[src/rtl/coproc_arbiter.sv]
// Two-requester round-robin front end for the matrix coprocessor: latches one request,
// drives the core, and returns the captured result with a one-cycle done pulse.
module coproc_arbiter #(
    parameter int TIMEOUT_CYCLES = 64
) (
    input  logic         clk_coprocessor,
    input  logic         rst,
    input  logic         req0,
    input  logic         req1,
    input  logic [4:0]   instr0,
    input  logic [4:0]   instr1,
    input  logic [199:0] mat_a0,
    input  logic [199:0] mat_b0,
    input  logic [199:0] mat_a1,
    input  logic [199:0] mat_b1,
    output logic         core_start,
    output logic [4:0]   core_instruction,
    output logic [199:0] core_matrix1,
    output logic [199:0] core_matrix2,
    input  logic [199:0] core_result,
    input  logic         core_ready,
    input  logic         core_overflow,
    output logic         done0,
    output logic         done1,
    output logic [199:0] result,
    output logic         ovf_out,
    output logic         timeout_err,
    output logic         illegal_op,
    output logic         grant_id,
    output logic         busy
);

    localparam int               CNT_W      = (TIMEOUT_CYCLES > 1) ? $clog2(TIMEOUT_CYCLES) : 1;
    localparam logic [CNT_W-1:0] CNT_LAST   = CNT_W'(TIMEOUT_CYCLES - 1);
    localparam logic [2:0]       OP_ILLEGAL = 3'b111;

    typedef enum logic [2:0] {
        IDLE    = 3'd0,
        ISSUE   = 3'd1,
        WAIT    = 3'd2,
        RESPOND = 3'd3,
        RELEASE = 3'd4
    } state_t;

    state_t           state;
    state_t           state_next;
    logic             last_grant;
    logic [CNT_W-1:0] wait_cnt;

    logic             any_req;
    logic             win_id;
    logic             win_illegal;
    logic             owner_req;
    logic             timed_out;
    logic [4:0]       win_instr;
    logic [199:0]     win_a;
    logic [199:0]     win_b;

    // A lone request wins outright; on a tie the requester not served last time wins.
    function automatic logic arbitrate(input logic r0, input logic r1, input logic last);
        if (r0 && r1) begin
            return ~last;
        end
        return r1;
    endfunction

    always_comb begin
        any_req     = req0 | req1;
        win_id      = arbitrate(req0, req1, last_grant);
        win_instr   = win_id ? instr1 : instr0;
        win_a       = win_id ? mat_a1 : mat_a0;
        win_b       = win_id ? mat_b1 : mat_b0;
        win_illegal = (win_instr[4:2] == OP_ILLEGAL);
        owner_req   = grant_id ? req1 : req0;
        timed_out   = (wait_cnt == CNT_LAST);
    end

    always_ff @(posedge clk_coprocessor or posedge rst) begin
        if (rst) begin
            state <= IDLE;
        end else begin
            state <= state_next;
        end
    end

    always_comb begin
        state_next = state;
        case (state)
            IDLE: begin
                if (any_req) begin
                    state_next = win_illegal ? RESPOND : ISSUE;
                end
            end
            ISSUE:   state_next = WAIT;
            WAIT: begin
                if (core_ready || timed_out) begin
                    state_next = RESPOND;
                end
            end
            RESPOND: state_next = RELEASE;
            RELEASE: begin
                if (!owner_req) begin
                    state_next = IDLE;
                end
            end
            default: state_next = IDLE;
        endcase
    end

    always_comb begin
        core_start = (state == ISSUE);
        done0      = (state == RESPOND) && !grant_id;
        done1      = (state == RESPOND) && grant_id;
        busy       = (state != IDLE);
    end

    // Operation registers; a core_ready arriving while still in ISSUE is stale and ignored.
    always_ff @(posedge clk_coprocessor or posedge rst) begin
        if (rst) begin
            last_grant       <= 1'b1;
            grant_id         <= 1'b0;
            wait_cnt         <= '0;
            core_instruction <= '0;
            core_matrix1     <= '0;
            core_matrix2     <= '0;
            result           <= '0;
            ovf_out          <= 1'b0;
            timeout_err      <= 1'b0;
            illegal_op       <= 1'b0;
        end else begin
            case (state)
                IDLE: begin
                    if (any_req) begin
                        grant_id         <= win_id;
                        core_instruction <= win_instr;
                        core_matrix1     <= win_a;
                        core_matrix2     <= win_b;
                        illegal_op       <= win_illegal;
                        timeout_err      <= 1'b0;
                        if (win_illegal) begin
                            result  <= '0;
                            ovf_out <= 1'b0;
                        end
                    end
                end
                ISSUE: begin
                    wait_cnt <= '0;
                end
                WAIT: begin
                    if (core_ready) begin
                        result      <= core_result;
                        ovf_out     <= core_overflow;
                        timeout_err <= 1'b0;
                    end else if (timed_out) begin
                        result      <= '0;
                        ovf_out     <= 1'b0;
                        timeout_err <= 1'b1;
                    end else begin
                        wait_cnt <= wait_cnt + 1'b1;
                    end
                end
                RESPOND: begin
                    last_grant <= grant_id;
                end
                default: ;
            endcase
        end
    end

endmodule

[config.mk]
export PLATFORM = sky130hd
export DESIGN_NAME = coproc_arbiter
export DESIGN_NICKNAME = d
export VERILOG_FILES = /design/src/rtl/coproc_arbiter.sv
export SDC_FILE = /design/constraint.sdc
export NUM_CORES = 2
export LEC_CHECK = 0
export BUFFER_PORTS_ARGS = -buffer_cell sky130_fd_sc_hd__buf_4
export CAP_MARGIN = 20
export CORE_AREA = 2 2 637 639
export CTS_BUF_LIST = sky130_fd_sc_hd__clkbuf_8
export DETAILED_ROUTE_END_ITERATION = 8
export DIE_AREA = 0 0 639 641
export PLACE_DENSITY = 0.3
export SYNTH_ARGS = -nofsm -noshare
export SYNTH_HDL_FRONTEND = slang
export SYNTH_SLANG_ARGS = --single-unit
[constraint.sdc]
create_clock -name clk_coprocessor -period 35.8 [get_ports clk_coprocessor]
set_clock_uncertainty 0.15 [all_clocks]
set_input_delay 1.79 -clock clk_coprocessor [delete_from_list [all_inputs] [get_ports clk_coprocessor]]
set_output_delay 1.79 -clock clk_coprocessor [all_outputs]
set_load 0.05 [all_outputs]
== Yosys cells after proc, flatten, opt, wreduce, memory -nomap -nowiden ==
Index checks and enable logic that the tools add are counted.
Operators by class
  reductions and logical operators: 14
  equality and inequality tests: 13
  muxes and demuxes: 29
  bitwise gates (word level): 2
  add/sub/neg operators: 1
Operators by type and width (number)
  $mux W200: 6
  $pmux W200 S2: 1
  $pmux W3 S5: 1
  $mux W6: 2
  $ne A2 B2 Y1 const B: 6
  $pmux W6 S2: 1
  $mux W1: 11
  $mux W3: 3
  $reduce_and A3 Y1: 3
  $add A6 B1 Y6 const B: 1
  $eq A3 B2 Y1 const B: 2
  $eq A3 B3 Y1 const B: 2
  $eq A6 B6 Y1 const B: 1
  $mux W5: 1
  $pmux W1 S2: 2
  $reduce_and A4 Y1: 1
  $reduce_bool A2 Y1: 2
  $eq A3 B1 Y1 const B: 1
  $logic_and A1 B1 Y1: 3
  $logic_not A3 Y1: 1
  $ne A3 B3 Y1 const B: 1
  $reduce_bool A3 Y1: 1
  $mux W2: 1
  $reduce_and A2 Y1: 1
  other kinds (4): 4
Storage, ports and cells
  bits of input ports: 1016
  logic and storage cells: 70
  output and inout port bits: 613
  flip-flop bits (word level): 619

== Logic depth before layout (Yosys ltp) ==
  depth after elaboration: 8
  gate-level depth with buffers: 7
  gate-level depth less buffers: 5

== Worst setup path after synthesis ==
Ideal clock, no wire load.
  path kind: register -> output
  start: register grant_id
  end: output done1
  arrival: 1.472 ns
  slack: 32.388 ns
  data required time: 33.860 ns
  stages on the path, launching flop included: 3
  path buffers: 0
  cell sequence: dfrtp_1 -> inv_1 -> nor2_1
On the way
  word-level cells in the longest chain between the ends: 1
Ends and longest elaborated chain
  start, declared: line 29  | output logic grant_id,
  start signal, assigned: line 134  | grant_id <= win_id;
  $logic_and A1 B1 Y1: line 113  | done1 = (state == RESPOND) && grant_id;
  end, declared: line 24  | output logic done1,
Every way passes these cells.

== Final worst setup path ==
  start: input req0
  end: register core_matrix1[42]
On the way
  word-level cells in the longest chain between the ends: 4
  elaborated cells on any way between the ends: 6
  those cells by class: mux (3); bitwise (1); reduce/logical (2)
Ends and longest elaborated chain
  start, declared: line 8  | input logic req0,
  $logic_and A1 B1 Y1: line 61  | if (r0 && r1) begin
  $mux W1: line 61
  $mux W1: line 64  | return r1;
  $mux W200: line 71  | win_a = win_id ? mat_a1 : mat_a0;
  end signal, assigned: line 136  | core_matrix1 <= win_a;
  end, declared: line 18  | output logic [199:0] core_matrix1,
Several ways; a longest one is shown, not always the timed one.
A chain may end at the register's enable or synchronous reset.

==> out/qor.json <==
{
  "stdcell_count": {"value": 9768},
  "worstSkewPairLatency": {"value": 0.99, "unit": "ns"},
  "globalRouteOverflowTotal": {"value": 0},
  "hpwlAfterDp": {"value": 246000, "unit": "um"},
  "combinationalPowerShare": {"value": 57.5, "unit": "%"},
  "first_iter_violations": {"value": 1872},
  "clock_root_cell": {"value": "sky130_fd_sc_hd__clkbuf_8"},
  "report.final.setup_viol": {"value": 0},
  "post_syn_nets": {"value": 3740},
  "timing_hold_violations_final": {"value": 0},
  "fin_tns_setup": {"value": 0, "unit": "ns"},
  "totalWireLength": {"value": 287000, "unit": "um"},
  "fp.dieArea": {"value": 410000, "unit": "sq um"},
  "min-delay-path-class": {"value": "register to register"},
  "max_slew_margin": {"value": 36.1, "unit": "%"},
  "via_count": {"value": 29356},
  "ys_types": {"value": 39},
  "critical_path_peak_fanout": {"value": 87},
  "antenna_found_initial": {"value": 249},
  "final_clock_period_utilization_by_the_worst_path": {"value": 15.6, "unit": "%"},
  "grt_start_max_net_pins": {"value": 141},
  "postSynthAreaPerCell": {"value": 9.49, "unit": "sq um"},
  "netSwitchingFraction": {"value": 54.9, "unit": "%"},
  "htree_levels": {"value": 4},
  "io_pins": {"value": 1629},
  "fillCellCount": {"value": 46504},
  "yosysWarnings": {"value": 0},
  "ctsHoldBuffers": {"value": 0},
  "cts_made_buffers": {"value": 153},
  "number_of_design_rule_violations_left_after_detail_routing": {"value": 0},
  "postSynth.topFlopCell": {"value": "sky130_fd_sc_hd__dfrtp_1"},
  "final_layout_size_suffix_gt1_share": {"value": 42.6, "unit": "%"},
  "vdd_drop_max": {"value": 0.0568, "unit": "mV"},
  "clkTransAtPathRegs": {"value": 0.06, "unit": "ns"},
  "worstSetupPathType": {"value": "input port to register"},
  "detail_route.vias_per_cell": {"value": 3.01},
  "chipWidth": {"value": 639, "unit": "um"},
  "area.growth.synth_to_final": {"value": 82.2, "unit": "%"},
  "rsz0062_at_grt": {"value": "false"},
  "static-leakage-power": {"value": 21.1, "unit": "nW"},
  "outcome": {"value": "completed"},
  "synth-edff-count": {"value": 0},
  "total_number_of_clock_tree_sinks": {"value": 619},
  "initial_utilization": {"value": 6.43, "unit": "%"},
  "critPathRequiredTime": {"value": 36.44, "unit": "ns"},
  "seq_area_frac_synth": {"value": 59.9, "unit": "%"},
  "nets": {"value": 5337},
  "detail_route.first_pass.iterations": {"value": 5},
  "fp-row-count": {"value": 233},
  "maxSlewViolCount": {"value": 0},
  "maximum_operating_frequency": {"value": 179, "unit": "MHz"},
  "period_needed": {"value": 5.57, "unit": "ns"},
  "post-cts-setup-buffers": {"value": 0},
  "grt_pass1_vias": {"value": 29780},
  "grt_usage": {"value": 13.4, "unit": "%"},
  "cts_tree": {"value": "yes"},
  "ys_ff_latch": {"value": 619},
  "maxCapViolCount": {"value": 0},
  "ant_nets": {"value": 0},
  "syn_inst": {"value": 2723},
  "cts_resized": {"value": 0},
  "die_h": {"value": 641, "unit": "um"},
  "worst_setup_path_end_kind": {"value": "register"},
  "drt-wirelength-per-cell": {"value": 29.4, "unit": "um"},
  "crit_path_dat": {"value": 6.21, "unit": "ns"},
  "grt_pass1_wl": {"value": 353000, "unit": "um"},
  "p_int": {"value": 0.00231, "unit": "W"},
  "power_frac_seq": {"value": 24.4, "unit": "%"},
  "final_replace_weighted_congestion": {"value": 0.912},
  "cts-root-to-sink-buffers": {"value": 4},
  "critical_path.startpoint_type": {"value": "input port"},
  "pwr_density_cell": {"value": 109, "unit": "nW/um^2"},
  "tightestPinTransition": {"value": 0.959, "unit": "ns"},
  "p_switching": {"value": 0.00282, "unit": "W"},
  "count_of_buffers_from_port_buffering": {"value": 1628},
  "synth-async-reset-ratio": {"value": 100, "unit": "%"},
  "design.core.area": {"value": 402000, "unit": "sq um"},
  "synth.cell_area": {"value": 25800, "unit": "sq um"},
  "dp_cells": {"value": 9451},
  "share_clk_of_total_power": {"value": 18.1, "unit": "%"}
}
-- logic make-up after synthesis --
logic type,share of synthesized area [%]
AOI/OAI and AO/OA,17.1
xor gates and xnor gates,0.0339
adders and majority gates,0.0484
buffers and inverters,4.37
DFF,59.9
muxes,0.160
and+or+nand+nor,18.3
-- power by group through the flow --
stage | sequential (W) | clock [W] | combinational, W
2_1_floorplan | 0.00233 | 0 | 0.000699
3_3_place_gp | 0.00126 | 0 | 0.00303
3_5_place_dp | 0.00126 | 0 | 0.00304
4_1_cts | 0.00126 | 0.000981 | 0.00304
5_1_grt | 0.00130 | 0.00100 | 0.00312
6_report | 0.00125 | 0.000927 | 0.00295
-- flip-flops by register name, indices dropped and copies added, names as in the netlist, 3 cells and up --
signal / count
core_instruction: 5
wait_cnt: 6
core_matrix1: 200
core_matrix2: 200
result: 200
state: 3
-- worst paths after layout --
check	start	end	slack [ns]	cells past startpoint
max reg2reg	state[1]	core_matrix1[42]	30.32	9
min reg2reg	result[31]	result[31]	0.35	1
min	result[31]	result[31]	0.35	1
min in group asynchronous	rst	result[95]	0.69	2
max in group asynchronous	rst	core_matrix1[113]	31.58	5
max	req0	core_matrix1[42]	30.23	10
-- routing by layer --
metal | GRT usage, % | up-vias | wire length, um
li1 | - | 12681 | -
met1 | 14.7 | 14413 | 109000
met2 | 23.3 | 1643 | 141000
met3 | 5.88 | 555 | 27100
met4 | 3.81 | 64 | 9760
met5 | 0 | - | 419
-- stage by stage --
step | setup WS (ns) | utilization [%] | area, sq um | total power, W | hold WS, ns
floorplan | 16.53 | - | 25800 | 0.00303 | 0.317
global placement | 29.27 | 10.9 | 43900 | 0.00429 | 0.336
detailed placement | 29.27 | 10.9 | 43900 | 0.00430 | 0.333
CTS | 30.30 | 11.7 | 47000 | 0.00528 | 0.353
global route | 29.87 | 11.7 | 47000 | 0.00542 | 0.367
finish | 30.23 | 11.7 | 47100 | 0.00513 | 0.350
-- area by class of cell --
type	instances	area (sq um)	area share, %
Multi-Input combinational cell	1876	9250	19.6
Clock buffer	184	2530	5.38
Sequential cell	619	15500	32.9
Timing Repair Buffer	1667	12600	26.7
Clock inverter	87	500	1.06
Tap cell	5287	6620	14.0
Inverter	3	18.8	0.0399
Antenna cell	45	113	0.239
-- Yosys cell counts (all sizes together), types with 2 or more instances --
| cell type | count | share of area, % |
|---|---|---|
| nand2 | 817 | 12 |
| dfrtp | 618 | 60 |
| nor2 | 414 | 6.0 |
| a31oi | 405 | 9.8 |
| a22o | 201 | 6.8 |
| buf | 114 | 2.7 |
| clkbuf | 111 | 1.6 |
| nand3 | 6 | 0.12 |
| a21oi | 3 | 0.058 |
| inv | 3 | 0.044 |
| mux2i | 3 | 0.12 |
| o21ai | 3 | 0.058 |
| a21o | 2 | 0.058 |
| o211ai | 2 | 0.058 |
-- worst max-delay path, cell delays in order --
cell	delay [ns]
sky130_fd_sc_hd__buf_4	0.12
sky130_fd_sc_hd__nor2_1	0.13
sky130_fd_sc_hd__nor2_4	0.15
sky130_fd_sc_hd__buf_4	0.52
sky130_fd_sc_hd__buf_4	0.59
sky130_fd_sc_hd__buf_4	0.77
sky130_fd_sc_hd__buf_4	0.83
sky130_fd_sc_hd__buf_4	0.80
sky130_fd_sc_hd__nor2_1	0.10
sky130_fd_sc_hd__a31oi_1	0.17
-- cells in the final DEF (no fill, tap or decap), drive strengths merged, types with 2 or more instances in the layout --
cell,count
buf,1667
nand2,817
dfrtp,618
nor2,414
a31oi,405
a22o,201
clkbuf,184
inv,66
diode,45
clkinv,16
nand3,6
clkinvlp,4
bufinv,4
a21oi,3
mux2i,3
o21ai,3
a21o,2
o211ai,2
Power figures use the tool's default switching activity.
